**src/rtl/pipe_pkg.sv**
```systemverilog
// rtl/pipe_pkg.sv - shared opcodes, issue-state enum and register-count default for the issue controller
package pipe_pkg;

    localparam int NREGS_DEF = 8;

    localparam logic [3:0] OP_NOP  = 4'h0;
    localparam logic [3:0] OP_LOAD = 4'h1;
    localparam logic [3:0] OP_ADD  = 4'h2;
    localparam logic [3:0] OP_SUB  = 4'h3;
    localparam logic [3:0] OP_HALT = 4'hF;

    typedef enum logic [1:0] {
        IDLE   = 2'd0,
        RUN    = 2'd1,
        DRAIN  = 2'd2,
        HALTED = 2'd3
    } issue_state_e;

endpackage

```
**src/rtl/hazard_scoreboard.sv**
```systemverilog
// rtl/hazard_scoreboard.sv - per-register result-latency counters with busy lookup
// Ports:
//   clk_i, reset_i           clock, synchronous active-high reset
//   set_i, set_idx_i         load RESULT_LAT into the counter of set_idx_i
//   rs/rt/rd_idx_i           lookup indices
//   busy_rs/rt/rd_o          looked-up register has a result in flight
//   pending_o                one bit per register, counter nonzero
module hazard_scoreboard #(
    parameter int NREGS      = 8,
    parameter int RESULT_LAT = 2,
    parameter int CNT_W      = 2
) (
    input  logic             clk_i,
    input  logic             reset_i,
    input  logic             set_i,
    input  logic [3:0]       set_idx_i,
    input  logic [3:0]       rs_idx_i,
    input  logic [3:0]       rt_idx_i,
    input  logic [3:0]       rd_idx_i,
    output logic             busy_rs_o,
    output logic             busy_rt_o,
    output logic             busy_rd_o,
    output logic [NREGS-1:0] pending_o
);

    logic [CNT_W-1:0] cnt_q [NREGS];
    logic [CNT_W-1:0] cnt_d [NREGS];

    // A fresh write wins over the decrement of the same entry.
    always_comb begin
        for (int i = 0; i < NREGS; i++) begin
            cnt_d[i] = cnt_q[i];
            if (set_i && (set_idx_i == 4'(i))) begin
                cnt_d[i] = CNT_W'(RESULT_LAT);
            end else if (cnt_q[i] != '0) begin
                cnt_d[i] = cnt_q[i] - CNT_W'(1);
            end
        end
    end

    always_ff @(posedge clk_i) begin
        for (int i = 0; i < NREGS; i++) begin
            if (reset_i) begin
                cnt_q[i] <= '0;
            end else begin
                cnt_q[i] <= cnt_d[i];
            end
        end
    end

    // Indices >= NREGS match no entry and so never report busy.
    always_comb begin
        busy_rs_o = 1'b0;
        busy_rt_o = 1'b0;
        busy_rd_o = 1'b0;
        for (int i = 0; i < NREGS; i++) begin
            pending_o[i] = (cnt_q[i] != '0);
            if (rs_idx_i == 4'(i)) busy_rs_o = pending_o[i];
            if (rt_idx_i == 4'(i)) busy_rt_o = pending_o[i];
            if (rd_idx_i == 4'(i)) busy_rd_o = pending_o[i];
        end
    end

endmodule

```
**src/rtl/pipe_issue_ctrl.sv**
```systemverilog
// rtl/pipe_issue_ctrl.sv - in-order issue controller: hazard stall/bubble decision and run/drain/halt sequencing
// Ports:
//   clk_i, reset_i, start_i                 clock, sync active-high reset, start pulse
//   id_valid_i, id_op_i, id_rd/rs/rt_i      decoded instruction at the ID latch
//   issue_o, stall_o, bubble_o              combinational issue decision
//   pc_clear_o                              one-cycle PC reset pulse on entering RUN
//   busy_o, done_o                          RUN/DRAIN and HALTED state flags
//   sb_pending_o                            registers with a result in flight
//   stall_cnt_o                             saturating stall-cycle count for this run
//   err_o                                   sticky illegal opcode / bad register index
module pipe_issue_ctrl
    import pipe_pkg::*;
#(
    parameter int NREGS      = NREGS_DEF,
    parameter int RESULT_LAT = 2,
    parameter int CNT_W      = 2
) (
    input  logic             clk_i,
    input  logic             reset_i,
    input  logic             start_i,
    input  logic             id_valid_i,
    input  logic [3:0]       id_op_i,
    input  logic [3:0]       id_rd_i,
    input  logic [3:0]       id_rs_i,
    input  logic [3:0]       id_rt_i,
    output logic             issue_o,
    output logic             stall_o,
    output logic             bubble_o,
    output logic             pc_clear_o,
    output logic             busy_o,
    output logic             done_o,
    output logic [NREGS-1:0] sb_pending_o,
    output logic [15:0]      stall_cnt_o,
    output logic             err_o
);

    localparam logic [4:0] NREGS_L = 5'(NREGS);

    issue_state_e state_q, state_d;
    logic         pc_clear_q, pc_clear_d;
    logic [15:0]  stall_cnt_q, stall_cnt_d;
    logic         err_q, err_d;

    logic reads_src, writes_dst, op_legal, idx_bad, hazard;
    logic busy_rs, busy_rt, busy_rd;

    hazard_scoreboard #(
        .NREGS      (NREGS),
        .RESULT_LAT (RESULT_LAT),
        .CNT_W      (CNT_W)
    ) u_sb (
        .clk_i     (clk_i),
        .reset_i   (reset_i),
        .set_i     (issue_o && writes_dst),
        .set_idx_i (id_rd_i),
        .rs_idx_i  (id_rs_i),
        .rt_idx_i  (id_rt_i),
        .rd_idx_i  (id_rd_i),
        .busy_rs_o (busy_rs),
        .busy_rt_o (busy_rt),
        .busy_rd_o (busy_rd),
        .pending_o (sb_pending_o)
    );

    // Illegal opcodes fall through with an empty read/write set, i.e. issue as NOP.
    always_comb begin
        reads_src  = (id_op_i == OP_ADD) || (id_op_i == OP_SUB);
        writes_dst = reads_src || (id_op_i == OP_LOAD);
        op_legal   = writes_dst || (id_op_i == OP_NOP) || (id_op_i == OP_HALT);
        idx_bad    = (reads_src && (({1'b0, id_rs_i} >= NREGS_L) || ({1'b0, id_rt_i} >= NREGS_L)))
                  || (writes_dst && ({1'b0, id_rd_i} >= NREGS_L));
        hazard     = (reads_src && (busy_rs || busy_rt)) || (writes_dst && busy_rd);
    end

    always_comb begin
        state_d    = state_q;
        pc_clear_d = 1'b0;
        issue_o    = 1'b0;
        stall_o    = 1'b1;
        bubble_o   = 1'b1;
        case (state_q)
            IDLE, HALTED: begin
                if (start_i) begin
                    state_d    = RUN;
                    pc_clear_d = 1'b1;
                end
            end
            RUN: begin
                stall_o = 1'b0;
                if (id_valid_i) begin
                    if (hazard) begin
                        stall_o = 1'b1;
                    end else begin
                        issue_o  = 1'b1;
                        bubble_o = 1'b0;
                        if (id_op_i == OP_HALT) state_d = DRAIN;
                    end
                end
            end
            DRAIN: begin
                if (sb_pending_o == '0) state_d = HALTED;
            end
            default: state_d = IDLE;
        endcase
        // Keep the front end frozen and the scoreboard untouched while reset is held.
        if (reset_i) begin
            issue_o  = 1'b0;
            stall_o  = 1'b1;
            bubble_o = 1'b1;
        end
    end

    always_comb begin
        stall_cnt_d = stall_cnt_q;
        if (pc_clear_d) begin
            stall_cnt_d = '0;
        end else if ((state_q == RUN) && stall_o && (stall_cnt_q != 16'hFFFF)) begin
            stall_cnt_d = stall_cnt_q + 16'd1;
        end
        err_d = err_q || (issue_o && (!op_legal || idx_bad));
    end

    always_ff @(posedge clk_i) begin
        if (reset_i) begin
            state_q     <= IDLE;
            pc_clear_q  <= 1'b0;
            stall_cnt_q <= '0;
            err_q       <= 1'b0;
        end else begin
            state_q     <= state_d;
            pc_clear_q  <= pc_clear_d;
            stall_cnt_q <= stall_cnt_d;
            err_q       <= err_d;
        end
    end

    assign pc_clear_o  = pc_clear_q;
    assign busy_o      = (state_q == RUN) || (state_q == DRAIN);
    assign done_o      = (state_q == HALTED);
    assign stall_cnt_o = stall_cnt_q;
    assign err_o       = err_q;

endmodule

```
**config.mk**
```make
export PLATFORM = sky130hd
export DESIGN_NAME = pipe_issue_ctrl
export DESIGN_NICKNAME = d
export VERILOG_FILES = /design/src/rtl/pipe_pkg.sv /design/src/rtl/hazard_scoreboard.sv /design/src/rtl/pipe_issue_ctrl.sv
export SDC_FILE = /design/constraint.sdc
export NUM_CORES = 1
export LEC_CHECK = 0
export BUFFER_PORTS_ARGS = -buffer_cell sky130_fd_sc_hd__buf_4
export CAP_MARGIN = 10
export CORE_AREA = 2 2 74 128
export DETAILED_ROUTE_END_ITERATION = 10
export DIE_AREA = 0 0 76 130
export GPL_TIMING_DRIVEN = 0
export PLACE_DENSITY = 0.43
export SETUP_SLACK_MARGIN = 0.4
export SLEW_MARGIN = 20
export SYNTH_ARGS = -nofsm -noshare
export SYNTH_HDL_FRONTEND = slang
export SYNTH_SLANG_ARGS = --single-unit
export TNS_END_PERCENT = 100
```
**constraint.sdc**
```tcl
create_clock -name clk_i -period 6 [get_ports clk_i]
set_input_delay 0.9 -clock clk_i [delete_from_list [all_inputs] [get_ports clk_i]]
set_output_delay 0.9 -clock clk_i [all_outputs]
set_load 0.005 [all_outputs]
```
# ---- Word level (Yosys, flattened, before mapping)
# Memory sizes are Yosys's and may differ from the RTL's.
# Cells that the tools add are included.
dict set report totals {
  elab_cells 174
  ramBits 16
  n_memories 1
  regBits 20
}
# memory depth word_bits read_ports rd_ports_with_merged_regs write_ports line_no
set mem_list {}
lappend mem_list {u_sb.cnt_q 8 2 8 0 8 hazard_scoreboard.sv:26} ;# logic [CNT_W-1:0] cnt_q [NREGS];
dict set report classes {
  n_mux 70
  n_eq_ne 34
  addsub 9
  n_reduce_logical 45
  bitwise_logic 8
  n_lt_le_gt_ge 3
}
# cell n
set ops {}
lappend ops {{two-way mux 2 bit} 29}
lappend ops {{== test 4 x 3 -> 1 bit (second input constant)} 12}
lappend ops {{two-way mux 1 bit} 40}
lappend ops {{== test 4 x 2 -> 1 bit (second input constant)} 8}
lappend ops {{adder 16 x 1 -> 16 bit (second input constant)} 1}
lappend ops {{== test 4 x 1 -> 1 bit (second input constant)} 4}
lappend ops {{logical AND 1 bit} 16}
lappend ops {{logical NOT 4 bit} 4}
lappend ops {{inequality test 16 bit (second input constant)} 1}
lappend ops {{nonzero test 2 bit} 8}
lappend ops {{subtractor 2 x 1 -> 2 bit (second input constant)} 8}
lappend ops {{>= comparator 4 bit (second input constant)} 3}
lappend ops {{logical OR 1 bit} 11}
lappend ops {{inequality test 2 bit (second input constant)} 5}
lappend ops {{logical NOT 8 bit} 1}
lappend ops {{OR 1 bit} 8}
lappend ops {{case mux 2 bit (3 select lines)} 1}
lappend ops {{AND reduction 5 bit} 1}
lappend ops {{== test 2 bit (second input constant)} 2}
lappend ops {{== test 4 bit (second input constant)} 1}
lappend ops {{OR reduction 2 bit} 2}
lappend ops {{== test 2 x 1 -> 1 bit (second input constant)} 1}
lappend ops {{logical NOT 2 bit} 1}
lappend ops {{logical NOT 1 bit} 1}

# ---- Longest topological paths before layout
dict set report logic_depth {
  ltp_word 20
  depth_mapped 9
}

# ---- Hierarchy
# Synthesis repeated with hierarchy kept, for this count alone.
dict set report hier_totals {
  cells_unflattened 259
  hier_area_um2 2165.8
}
# mod area_per_inst_um2 seq_area_each_um2 n_inst cells_per_inst
set by_module_without_submodules {}
lappend by_module_without_submodules {pipe_issue_ctrl 1276.2 400.4 1 150}
lappend by_module_without_submodules {hazard_scoreboard 889.6 320.3 1 109}

# ---- Least setup slack after synthesis
# No wires, ideal clock.
dict set report synth_path {
  kind {input-to-output}
  startpoint {input port id_rd_i[2]}
  endpoint {output port stall_o}
  t_required_ns 5.100
  stages 7
  path_buffers 2
  arrival_time_ns 2.257
  setup_slack_ns 2.843
  cell_sequence {clkbuf_1 o31ai_1 a21oi_1 o21ai_0 o21ai_4 buf_4 nand2_1}
}
dict set report synth_via {
  elab_chain_len 15
  word_cells_on_any_way 22
}
# item line_no
set synth_lines {}
lappend synth_lines {{start, declared} pipe_issue_ctrl.sv:23} ;# input logic [3:0] id_rd_i,
lappend synth_lines {{logical NOT 4 bit} hazard_scoreboard.sv:60} ;# if (rd_idx_i == 4'(i)) busy_rd_o = pending_o[i];
lappend synth_lines {{two-way mux 1 bit (7 in a row)} hazard_scoreboard.sv:60}
lappend synth_lines {{two-way mux 1 bit *} hazard_scoreboard.sv:60}
lappend synth_lines {{logical AND 1 bit *} pipe_issue_ctrl.sv:72} ;# hazard = (reads_src && (busy_rs || busy_rt)) || (writes_dst && busy_rd);
lappend synth_lines {{logical OR 1 bit *} pipe_issue_ctrl.sv:72}
lappend synth_lines {{two-way mux 1 bit *} pipe_issue_ctrl.sv:91} ;# if (hazard) begin
lappend synth_lines {{two-way mux 1 bit *} pipe_issue_ctrl.sv:90} ;# if (id_valid_i) begin
lappend synth_lines {{two-way mux 1 bit *} pipe_issue_ctrl.sv:81} ;# case (state_q)
lappend synth_lines {{two-way mux 1 bit *} pipe_issue_ctrl.sv:106} ;# if (reset_i) begin
lappend synth_lines {{end, declared} pipe_issue_ctrl.sv:27} ;# output logic stall_o,
# Mark *: on every way between the ends. The rest lies on a longest branch, timed or not.

# ---- Worst setup path after layout
dict set report layout_path {
  startpoint {input port id_rd_i[3]}
  endpoint {output port stall_o}
}
# The elaborated chain is that of the path after synthesis.

==> out/qor.csv <==
stage,metric,value,unit
finish,fin cells,433,
timing,Final Max Slew Viols,0,
synth,Synth Area per Inst,8.33,sq um
grt,largest net degree at the start of global routing,11,
power,static leakage,1.07,nW
grt,global route overflow,0,
synth,Yosys reg bits,36,
finish,"leading cell types in the layout, fill and taps excluded","48 x buf_4, 36 x dfxtp_1, 28 x nand2_1",
worst_setup_path,Critical Path AT,2930,ps
clocking,H-Tree Depth,2,
worst_setup_path,Reg2Reg Depth,8,
status,status,finished clean,
finish,ANT cells,0,
synth,Mapped Cells,259,
placed_design,placed insts,426,
finish,final-stage net count,338,
synth,Post-synth EDFFs,0,
clocking,post-CTS setup buffers,0,
hold_path,Hold Startpoint,u_sb.cnt_q[1][2],
floorplan,die height,130,microns
synth,fraction of registers with async set or reset after synthesis,0,
timing,count of final setup violators,0,
floorplan,die area,0.00988,sq mm
detailed_routing,total wire length,6.43,mm
timing,Final TNS setup,0,ps
floorplan,I/O pin total,51,
placed_design,GP Congestion,0.770,
power,total chip power,708,uW
worst_setup_path,CP required,5100,ps
synth,Yosys top cell area share,0.334,
synth,Area contributors post-synth,"dfxtp_1 33%, mux2i_1 7.4%, nand2_1 4.9%, nand2b_1 4.3%, a21oi_1 3.7%",
detailed_routing,# DRC,0,
synth,Yosys top cell by area,dfxtp_1,
grt,vias in the first global route,2046,
worst_setup_path,capturing point of the worst reg2reg path,stall_cnt_o[0],
floorplan,Die X-Extent,76,microns
timing,Slew @ Worst Pin,854,ps
synth,Synth Cell Area,0.00216,sq mm
worst_setup_path,worst-path maximum fanout,10,
floorplan,# rows,46,
grt,All-Layer GR Usage,0.134,
placed_design,DP Worst Slack,2180,ps
detailed_routing,initial drt markers,110,
clocking,total clock sinks,36,
worst_setup_path,CP Launch Type,primary input,
timing,"Hold Vio Cnt, Final",0,
clocking,hold buffers post-CTS,0,
placed_design,post-DP HPWL,5.05,mm
synth,Synth cell types,42,
timing,Hold Slack,446,ps
timing,crit path time final,3830,ps
clocking,Max Root-Sink Buffers,2,
worst_setup_path,Reg2Reg Setup Slack,3560,ps
floorplan,core box area,0.00892,sq mm
clocking,CTS tree,done,
timing,max_slew headroom,0.427,
power,worst ir drop on vdd,0.130,mV
finish,ratio of cells with drive above 1 in the final layout,0.217,
clocking,Resized cells post-CTS,0,
detailed_routing,DR pass1 iterations,4,
synth,Syn. warnings,0,
timing,Tcrit/Tclk final,0.638,
clocking,CTS Buf Count,5,
detailed_routing,WL/cell,14.9,microns
worst_setup_path,worst r2r src,u_sb.cnt_q[0][0],
finish,"commonest non-fill, non-tap cell in the layout",buf_4,
detailed_routing,routed via count,2103,
synth,register area share after synthesis,0.334,
grt,initial antenna violation count,0,
worst_setup_path,Critical Path Sink Type,output port,
worst_setup_path,Worst Setup SP,id_rd_i[3],
power,Pwr Density,252,mW/mm^2
grt,first-pass GRT wire length,10.4,mm
hold_path,Worst Hold Depth,1,
detailed_routing,post-route ant nets,0,
synth,Post-Syn Nets,284,
hold_path,Hold EP,u_sb.cnt_q[1][2],
clocking,clock root buffer,clkbuf_16,
synth,top_reg_cell synth,dfxtp_1,
worst_setup_path,Critical Setup Path Class,primary input to output port,
hold_path,hold crit path type,flip-flop to flip-flop,
timing,fmax,261,MHz
finish,Syn-to-layout area delta,30.4,%
detailed_routing,vias per cell,4.86,
timing,Setup Skew,8.34,ps
timing,PnR worst setup slack,2170,ps
clocking,Skew-Pair Late Insertion Delay,280,ps
flow_run,Max Cap Viol,0,
floorplan,Initial Util,0.242,
placed_design,port bufs,47,
clocking,Worst-path clk slew,50,ps
timing,RSZ-0062 raised after global routing,false,
-- critical path, cell delays in order --
cell	delay, ps
buf_4	120
nor4_4	410
o221ai_1	180
o21ai_0	660
o21ai_4	220
buf_4	230
nand2_1	80
buf_4	110
-- worst max-delay path by stage --
stage	end	slack [ps]	cells past startpoint
after CTS	stall_o	2150	8
after floorplan	stall_o	2840	7
after detailed placement	stall_o	2180	8
after global placement	stall_o	2150	8
after global routing	stall_o	2090	8
final	stall_o	2170	8
-- routing by layer --
metal	wire length [microns]	track usage	share of wire	vias up
li1	-	-	-	1047
met1	2450	0.134	0.38	994
met2	3550	0.264	0.55	49
met3	272	0.0277	0.042	13
met4	170	0.0663	0.026	0
met5	0	0	0	-
-- area by class of cell --
type	count	area (sq um)
Fill cell	988	6110
Tap cell	120	150
Multi-Input combinational cell	193	1320
Inverter	18	67.6
Timing Repair Buffer	47	353
Sequential cell	36	721
Clock buffer	7	153
Buffer	12	50.0
-- registers in the layout, indices dropped and copies added (netlist names) --
name	count
u_sb.cnt_q	16
state_q	2
err_o	1
pc_clear_o	1
stall_cnt_o	16
-- metrics by stage --
step / utilization / area, sq um
finish: 0.315 / 2810
CTS: 0.315 / 2810
detailed placement: 0.298 / 2660
global route: 0.315 / 2810
global placement: 0.298 / 2660
floorplan: - / 2160
-- kinds of logic (layout without fill, tap and decap cells) --
| group | count (synthesis) | in the layout | synth area share |
|---|---|---|---|
| simple gates | 116 | 116 | 0.293 |
| compound gates | 55 | 55 | 0.205 |
| flops | 36 | 36 | 0.334 |
| buf+inv | 30 | 84 | 0.0545 |
| mux | 17 | 17 | 0.0846 |
| fa+ha+maj | 5 | 5 | 0.0290 |
-- cells in the mapped netlist (3+ instances only) --
library cell / count
dfxtp_1: 36
nand2_1: 28
inv_1: 18
a21oi_1: 16
mux2i_1: 16
nand2b_1: 15
nor3_1: 15
nor2_1: 13
clkbuf_1: 10
nand4_1: 10
nor3b_1: 9
a32o_1: 8
nand3_1: 8
o21ai_0: 8
a211oi_1: 6
ha_1: 5
nand4b_1: 3
nor2b_1: 3
o31ai_1: 3
or2_2: 3
-- power by group --
part | switching (mW) | internal, mW
registers | 0.00897 | 0.249
logic | 0.108 | 0.0688
clock network | 0.0982 | 0.174
total | 0.215 | 0.493
No activity file was read; power rests on OpenSTA's default activity.
